[src/rtl/mem_access_pkg.sv]
// Shared types and exception codes for the memory-access stage.
package mem_access_pkg;
  typedef enum logic [1:0] {IDLE, BUSY, DONE} state_t;

  localparam logic [3:0] EXC_NONE       = 4'b0000;
  localparam logic [3:0] EXC_MISALIGNED = 4'b0001;
  localparam logic [3:0] EXC_BUS_ERR    = 4'b0010;
  localparam logic [3:0] EXC_TIMEOUT    = 4'b0011;
  localparam logic [3:0] EXC_ILLEGAL    = 4'b0100;
endpackage

[src/rtl/bus_timeout_counter.sv]
// Counts BUSY cycles without a bus response; expired fires in the TIMEOUT-th cycle.
module bus_timeout_counter #(
  parameter int TIMEOUT = 255
) (
  input  logic clk,
  input  logic reset,
  input  logic clear,
  input  logic enable,
  output logic expired
);
  localparam int W = $clog2(TIMEOUT + 1);

  logic [W-1:0] cnt;

  always_ff @(posedge clk or negedge reset) begin
    if (!reset)      cnt <= '0;
    else if (clear)  cnt <= '0;
    else if (enable) cnt <= cnt + W'(1);
  end

  // The increment that would reach TIMEOUT is the expiring one.
  assign expired = enable && (cnt == W'(TIMEOUT - 1));
endmodule

[src/rtl/mem_access_unit.sv]
// LEGv8 memory stage: req/ack bus transaction with stall and exception reporting.
// MEM_ALIGN_CHECK_EN enables the MISALIGNED exception; otherwise addresses are forced to doubleword.
module mem_access_unit #(
  parameter int N       = 64,
  parameter int TIMEOUT = 255
) (
  input  logic         clk,
  input  logic         reset,
  input  logic         mem_read,
  input  logic         mem_write,
  input  logic [N-1:0] address,
  input  logic [N-1:0] write_data,
  output logic [N-1:0] read_data,
  output logic         stall,
  output logic         exc_valid,
  output logic [3:0]   exc_cause,
  output logic         bus_req,
  output logic         bus_we,
  output logic [N-1:0] bus_addr,
  output logic [N-1:0] bus_wdata,
  input  logic         bus_ack,
  input  logic         bus_err,
  input  logic [N-1:0] bus_rdata
);
  import mem_access_pkg::*;

  state_t       state, state_nxt;
  logic [3:0]   cause_nxt;
  logic         req, expired;
  logic [N-1:0] addr_lat;

  assign req = mem_read | mem_write;

`ifdef MEM_ALIGN_CHECK_EN
  assign addr_lat = address;
`else
  assign addr_lat = address & ~N'(7);
`endif

  bus_timeout_counter #(.TIMEOUT(TIMEOUT)) u_tmo (
    .clk     (clk),
    .reset   (reset),
    .clear   (state != BUSY),
    .enable  ((state == BUSY) && !bus_ack && !bus_err),
    .expired (expired)
  );

  always_ff @(posedge clk or negedge reset) begin
    if (!reset) state <= IDLE;
    else        state <= state_nxt;
  end

  always_comb begin
    state_nxt = state;
    cause_nxt = EXC_NONE;
    case (state)
      IDLE: if (req) begin
        if (mem_read && mem_write) begin
          state_nxt = DONE;
          cause_nxt = EXC_ILLEGAL;
        end
`ifdef MEM_ALIGN_CHECK_EN
        else if (address[2:0] != 3'b000) begin
          state_nxt = DONE;
          cause_nxt = EXC_MISALIGNED;
        end
`endif
        else state_nxt = BUSY;
      end
      BUSY: begin
        // Error outranks a same-cycle ack.
        if (bus_err) begin
          state_nxt = DONE;
          cause_nxt = EXC_BUS_ERR;
        end else if (bus_ack) begin
          state_nxt = DONE;
        end else if (expired) begin
          state_nxt = DONE;
          cause_nxt = EXC_TIMEOUT;
        end
      end
      DONE:    state_nxt = IDLE;
      default: state_nxt = IDLE;
    endcase
  end

  // Gated by reset so the core is released the instant reset asserts.
  always_comb begin
    stall = 1'b0;
    if (reset) stall = ((state == IDLE) && req) || (state == BUSY);
  end

  always_ff @(posedge clk or negedge reset) begin
    if (!reset) begin
      read_data <= '0;
      exc_valid <= 1'b0;
      exc_cause <= EXC_NONE;
      bus_req   <= 1'b0;
      bus_we    <= 1'b0;
      bus_addr  <= '0;
      bus_wdata <= '0;
    end else begin
      bus_req   <= (state_nxt == BUSY);
      exc_valid <= (state_nxt == DONE) && (cause_nxt != EXC_NONE);
      exc_cause <= (state_nxt == DONE) ? cause_nxt : EXC_NONE;
      if ((state == IDLE) && (state_nxt == BUSY)) begin
        bus_addr  <= addr_lat;
        bus_we    <= mem_write;
        bus_wdata <= write_data;
      end
      if ((state == BUSY) && bus_ack && !bus_err && !bus_we)
        read_data <= bus_rdata;
    end
  end
endmodule

[config.mk]
export PLATFORM = sky130hd
export DESIGN_NAME = mem_access_unit
export DESIGN_NICKNAME = d
export VERILOG_FILES = /design/src/rtl/mem_access_pkg.sv /design/src/rtl/bus_timeout_counter.sv /design/src/rtl/mem_access_unit.sv
export SDC_FILE = /design/constraint.sdc
export NUM_CORES = 1
export LEC_CHECK = 0
export CAP_MARGIN = 15
export CORE_MARGIN = 2
export CORE_UTILIZATION = 34
export DETAILED_ROUTE_END_ITERATION = 10
export DONT_BUFFER_PORTS = 1
export PLACE_DENSITY = 0.59
export SYNTH_ARGS = -nofsm -noshare
export SYNTH_HDL_FRONTEND = slang
export SYNTH_SLANG_ARGS = --single-unit
[constraint.sdc]
create_clock -name clk -period 1.59 [get_ports clk]
set_input_delay 0 -clock clk [delete_from_list [all_inputs] [get_ports clk]]
set_output_delay 0 -clock clk [all_outputs]
set_load 0.01 [all_outputs]
==> results of run 1 <==
-- metrics by stage --
step                utilization  setup TNS, ns  area [um2]  std cells  setup WS, ns
detailed placement        0.366         -0.158        8320        761       -0.0165
global placement          0.366        -0.0722        8320        761      -0.00762
floorplan                     -              0        7890        481         0.124
-- cells in the mapped netlist, drive strengths merged --
cell,instances,area share
or2b,1,0.00095
mux2,190,0.27
a211oi,1,0.00095
nand2b,1,0.00079
o21ai,3,0.0019
ha,2,0.0032
o31ai,2,0.0019
and4bb,1,0.0016
nand4bb,1,0.0014
xnor2,3,0.0033
nor2,7,0.0033
or4,1,0.00095
a31o,2,0.0022
nor3,3,0.0025
o311ai,1,0.0011
inv,3,0.0014
and4,1,0.0011
nand2,3,0.0014
buf,20,0.019
clkbuf,7,0.0091
nand4,1,0.00079
a21oi,4,0.0025
nand3,6,0.0054
or2,1,0.00079
or3,2,0.0016
conb,1,0.00048
mux2i,1,0.0013
dfrtp,205,0.65
nor3b,2,0.0019
a31oi,1,0.00079
nor2b,1,0.00079
-- kinds of logic after synthesis --
family | after synthesis
DFF | 205
muxes | 191
and+or+nand+nor | 32
buffers and inverters | 30
AOI/OAI and AO/OA | 14
xor gates and xnor gates | 3
adders and majority gates | 2
other | 1
==> key figures, run 1 <==
Synth
  – Seq/Total Area, Yosys: 0.651
  – Post-Synth XOR/XNOR Area: 0.00334
  – Synth Area in Simple Gates: 0.0254
  – Synth Cell Area: 0.00788 mm2
  – Netlist cell types: 39
  – Mux contribution to synthesized area: 0.275
  – Yosys reg bits: 205
  – Syn Area/Cell: 16.5 um2
  – Warnings from Yosys: 0
  – Mapped Cells: 478
  – Largest family of logic cells by synthesized area: multiplexers
  – Adder-cell share of the synthesized area: 0.00318
  – Synth Area in Compound Gates: 0.0114

Place
  – Buffers on Ports: 0
  – Gpl congestion: 0.789
  – Detailed placement HPWL: 12900 um

Clock tree
  – H-tree depth: 1
  – Longest Clk Path Bufs: 3
  – Clk sinks: 205
  – Post-CTS setup buffers: 3
  – Root cell of the clock tree: clkbuf_16
  – CTS Buf Count: 22
  – Post-CTS resize count: 9
  – Hold_buf cts: 162

Floorplan
  – I/O pins: 398
  – Num rows: 55
  – Die width: 156 um
  – Die H: 156 um
  – Initial core utilization: 0.347

Outcome
  – First Err: [ERROR RSZ-0060] Max buffer count reached.
  – Run status: did not finish
  – Stopped at: 4_1_cts
==> run 2: changes to the inputs <==
--- a/config.mk
+++ b/config.mk
@@ -7,10 +7,10 @@
 export LEC_CHECK = 0
 export CAP_MARGIN = 15
 export CORE_MARGIN = 2
-export CORE_UTILIZATION = 34
+export CORE_UTILIZATION = 20
 export DETAILED_ROUTE_END_ITERATION = 10
 export DONT_BUFFER_PORTS = 1
-export PLACE_DENSITY = 0.59
+export PLACE_DENSITY_LB_ADDON = 0.15
 export SYNTH_ARGS = -nofsm -noshare
 export SYNTH_HDL_FRONTEND = slang
 export SYNTH_SLANG_ARGS = --single-unit
==> key figures, run 2 <==
Floorplan
  – I/O pins: 398
  – Num rows: 72
  – Initial core utilization: 0.203
  – Die width: 202 um
  – Die H: 202 um
  – Die area: 0.0410 mm2
  – Core area: 0.0387 mm2

Synth
  – Asr flop ratio synth: 1.00
  – Synth Cell Area: 0.00788 mm2
  – Dominant cell type by area after synthesis: dfrtp_1
  – Most numerous cell in the Yosys netlist: dfrtp_1
  – Warnings from Yosys: 0
  – Top_reg_cell synth: dfrtp_1
  – Largest family of logic cells by synthesized area: multiplexers
  – Netlist cell types: 39
  – Syn Area/Cell: 16.5 um2
  – Post-synth top area share: 0.651
  – Adder-cell share of the synthesized area: 0.00318
  – Commonest cells in the netlist: 205 x dfrtp_1, 186 x mux2_2, 16 x buf_4
  – EDFF count, synth: 0
  – Seq/Total Area, Yosys: 0.651
  – Synth Area in Compound Gates: 0.0114
  – Yosys reg bits: 205
  – Synth Area in Simple Gates: 0.0254
  – Mux contribution to synthesized area: 0.275
  – Mapped Cells: 478
  – Post-Synth XOR/XNOR Area: 0.00334
  – Top cells by area, synth: dfrtp_1 65%, mux2_2 27%, buf_4 1.5%

Detailed routing
  – Routed vias: 4865
  – DR iter-0 viols: 169
  – Post-DRT Antenna Nets: 0
  – Vias per inst: 3.93
  – Residual DRC count: 0
  – Routed WL: 21600 um
  – DR pass1 iterations: 4
  – DR WL/cell: 17.5 um

Clock tree
  – Clk sinks: 205
  – CTS Buf Count: 24
  – Longest Clk Path Bufs: 3
  – Root cell of the clock tree: clkbuf_16
  – Clock Latency Late Sink: 0.53 ns
  – Clk slew on worst S/H paths: 0.06 ns
  – Clock tree from TritonCTS: built
  – H-tree depth: 1

STA
  – RSZ-0062 raised after global routing: true
  – Pins over their slew limit: 0
  – Final Hold Slack: -0.823 ns
  – # setup viols final: 27
  – Max frequency: 618 MHz
  – Final Cycle Share: 1.02
  – Fin Clk Skew: 0.0176 ns
  – PnR worst setup slack: -0.0275 ns
  – Final Critical Period: 1.62 ns
  – Final-report hold violation count: 205

GRT
  – Grt total ovfl: 0
  – Largest net degree at the start of global routing: 207
  – Vias in the first global route: 5563
  – Initial antenna violation count: 0
  – First-pass GRT wire length: 32100 um
  – GR peak layer: met2
  – Routing usage on met3: 0.0253
  – Tot GR Track Use: 0.0985
  – GR Util met1: 0.105
  – GR Util met2: 0.182

Worst setup path
  – Critical-path cell list: nor3_4 -> buf_12 -> buf_16 -> mux2_2
  – Crit. End Element: flip-flop
  – Element type at the critical path start: flip-flop
  – Crit-path max FO: 24
  – Critical path's top delay family: flip-flops
  – Max incr delay on CP: 0.42 ns
  – CP Class: reg -> reg
  – Worst path slowest cell: dfrtp_1
  – WP data required: 1.99 ns
  – CP Buf/Inv Count: 2
  – Critical Path AT: 2.01 ns

Pwr
  – Cell area power density: 1920 mW/mm2
  – P_int: 15.1 mW
  – Maximum vdd drop: 1030 uV
  – Comb pwr share: 0.244
  – Sw frac: 0.322
  – Leakage: 4.92 nW
  – Clock share of power: 0.263
  – NetSw: 7.15 mW
  – Total power: 22.2 mW
  – Flop pwr share: 0.494

Outcome
  – Failing checks: hold timing, setup timing
  – Run status: finished, violations left

Place
  – Detailed placement HPWL: 14000 um
  – Placement-stage worst setup slack: -0.0936 ns
  – DP Area: 0.00854 mm2
  – Gpl congestion: 0.722
  – Buffers on Ports: 0

Layout
  – Final core occ: 0.299
  – Commonest non-fill, non-tap cells in the layout: 205 x dfrtp_1, 193 x dlygate4sd3_1, 154 x mux2_2, 36 x mux2_4, 27 x clkbuf_16
  – Nets: 901
  – Layout cells sized above 1: 0.367
  – Diode count: 0
  – Area Overhead vs Synth: 47.3%
  – Biggest regs: bus_wdata: 64 flops, read_data: 64 flops, bus_addr: 61 flops
  – Commonest non-fill, non-tap cell in the layout: dfrtp_1
  – Post-route cell area: 0.0116 mm2

Flow run
  – Number of max-cap violations: 0

Worst hold path
  – Worst Hold Class: in -> async
-- run 2: per-layer routing --
metal,vias up,part of all wire
met1,2472,0.36
li1,2142,-
met4,0,0.031
met3,37,0.078
met5,-,0
met2,214,0.54
-- run 2: per-stage QoR --
| stage | setup TNS, ns | std cells |
|---|---|---|
| floorplan | 0 | 481 |
| global placement | -1.27 | 990 |
| detailed placement | -5.01 | 990 |
| CTS | -2.40 | 1231 |
| global route | -11.04 | 1237 |
| finish | -0.385 | 1237 |
-- run 2: layout make-up --
class / instances / area (um2)
Multi-Input combinational cell: 246 / 2650
Clock buffer: 37 / 741
Timing Repair Buffer: 221 / 2300
Clock inverter: 7 / 114
Sequential cell: 205 / 5130
Tap cell: 518 / 648
Fill cell: 3864 / 27100
Inverter: 3 / 11.3
-- run 2: power by group through the flow --
stage               clock, mW  combinational (mW)  sequential (mW)
floorplan                   0                3.60             10.2
global placement            0                4.14             11.2
detailed placement          0                4.37             11.1
CTS                      6.06                4.94             11.0
global route             6.32                5.87             11.3
finish                   5.84                5.41             11.0
-- run 2: what timing repair did --
action / in CTS / in global routing
setup buffers: 4 / 3
cloned: 1 / 3
endpoints found under the hold margin: 410 / 206
pin swaps: 1 / 1
hold buffers: 192 / 1
gates resized for setup: 2 / 39
endpoints found under the setup margin: 104 / 186
-- run 2: logic make-up (layout without fill, tap and decap cells) --
| group | Yosys count | after routing |
|---|---|---|
| buffers and inverters | 30 | 268 |
| AND/OR/NAND/NOR | 32 | 32 |
| other | 1 | 4 |
| flip-flops | 205 | 205 |
| XOR/XNOR | 3 | 3 |
| multiplexers | 191 | 191 |
| AO/OA/AOI/OAI | 14 | 14 |
| adder cells (fa/ha/maj) | 2 | 2 |
-- run 2: worst paths after layout --
path / cells past startpoint / from / slack (ns) / endpoint
max: 4 / state[1] / -0.03 / bus_wdata[5]
min: 0 / reset / -0.82 / bus_wdata[18]
max reg2reg: 4 / state[1] / -0.03 / bus_wdata[5]
min reg2reg: 2 / u_tmo.cnt[7] / 0.55 / u_tmo.cnt[7]
max in group asynchronous: 0 / reset / 2.14 / bus_addr[21]
min in group clk: 4 / bus_err / 0.05 / read_data[39]
Power figures use the tool's default switching activity.
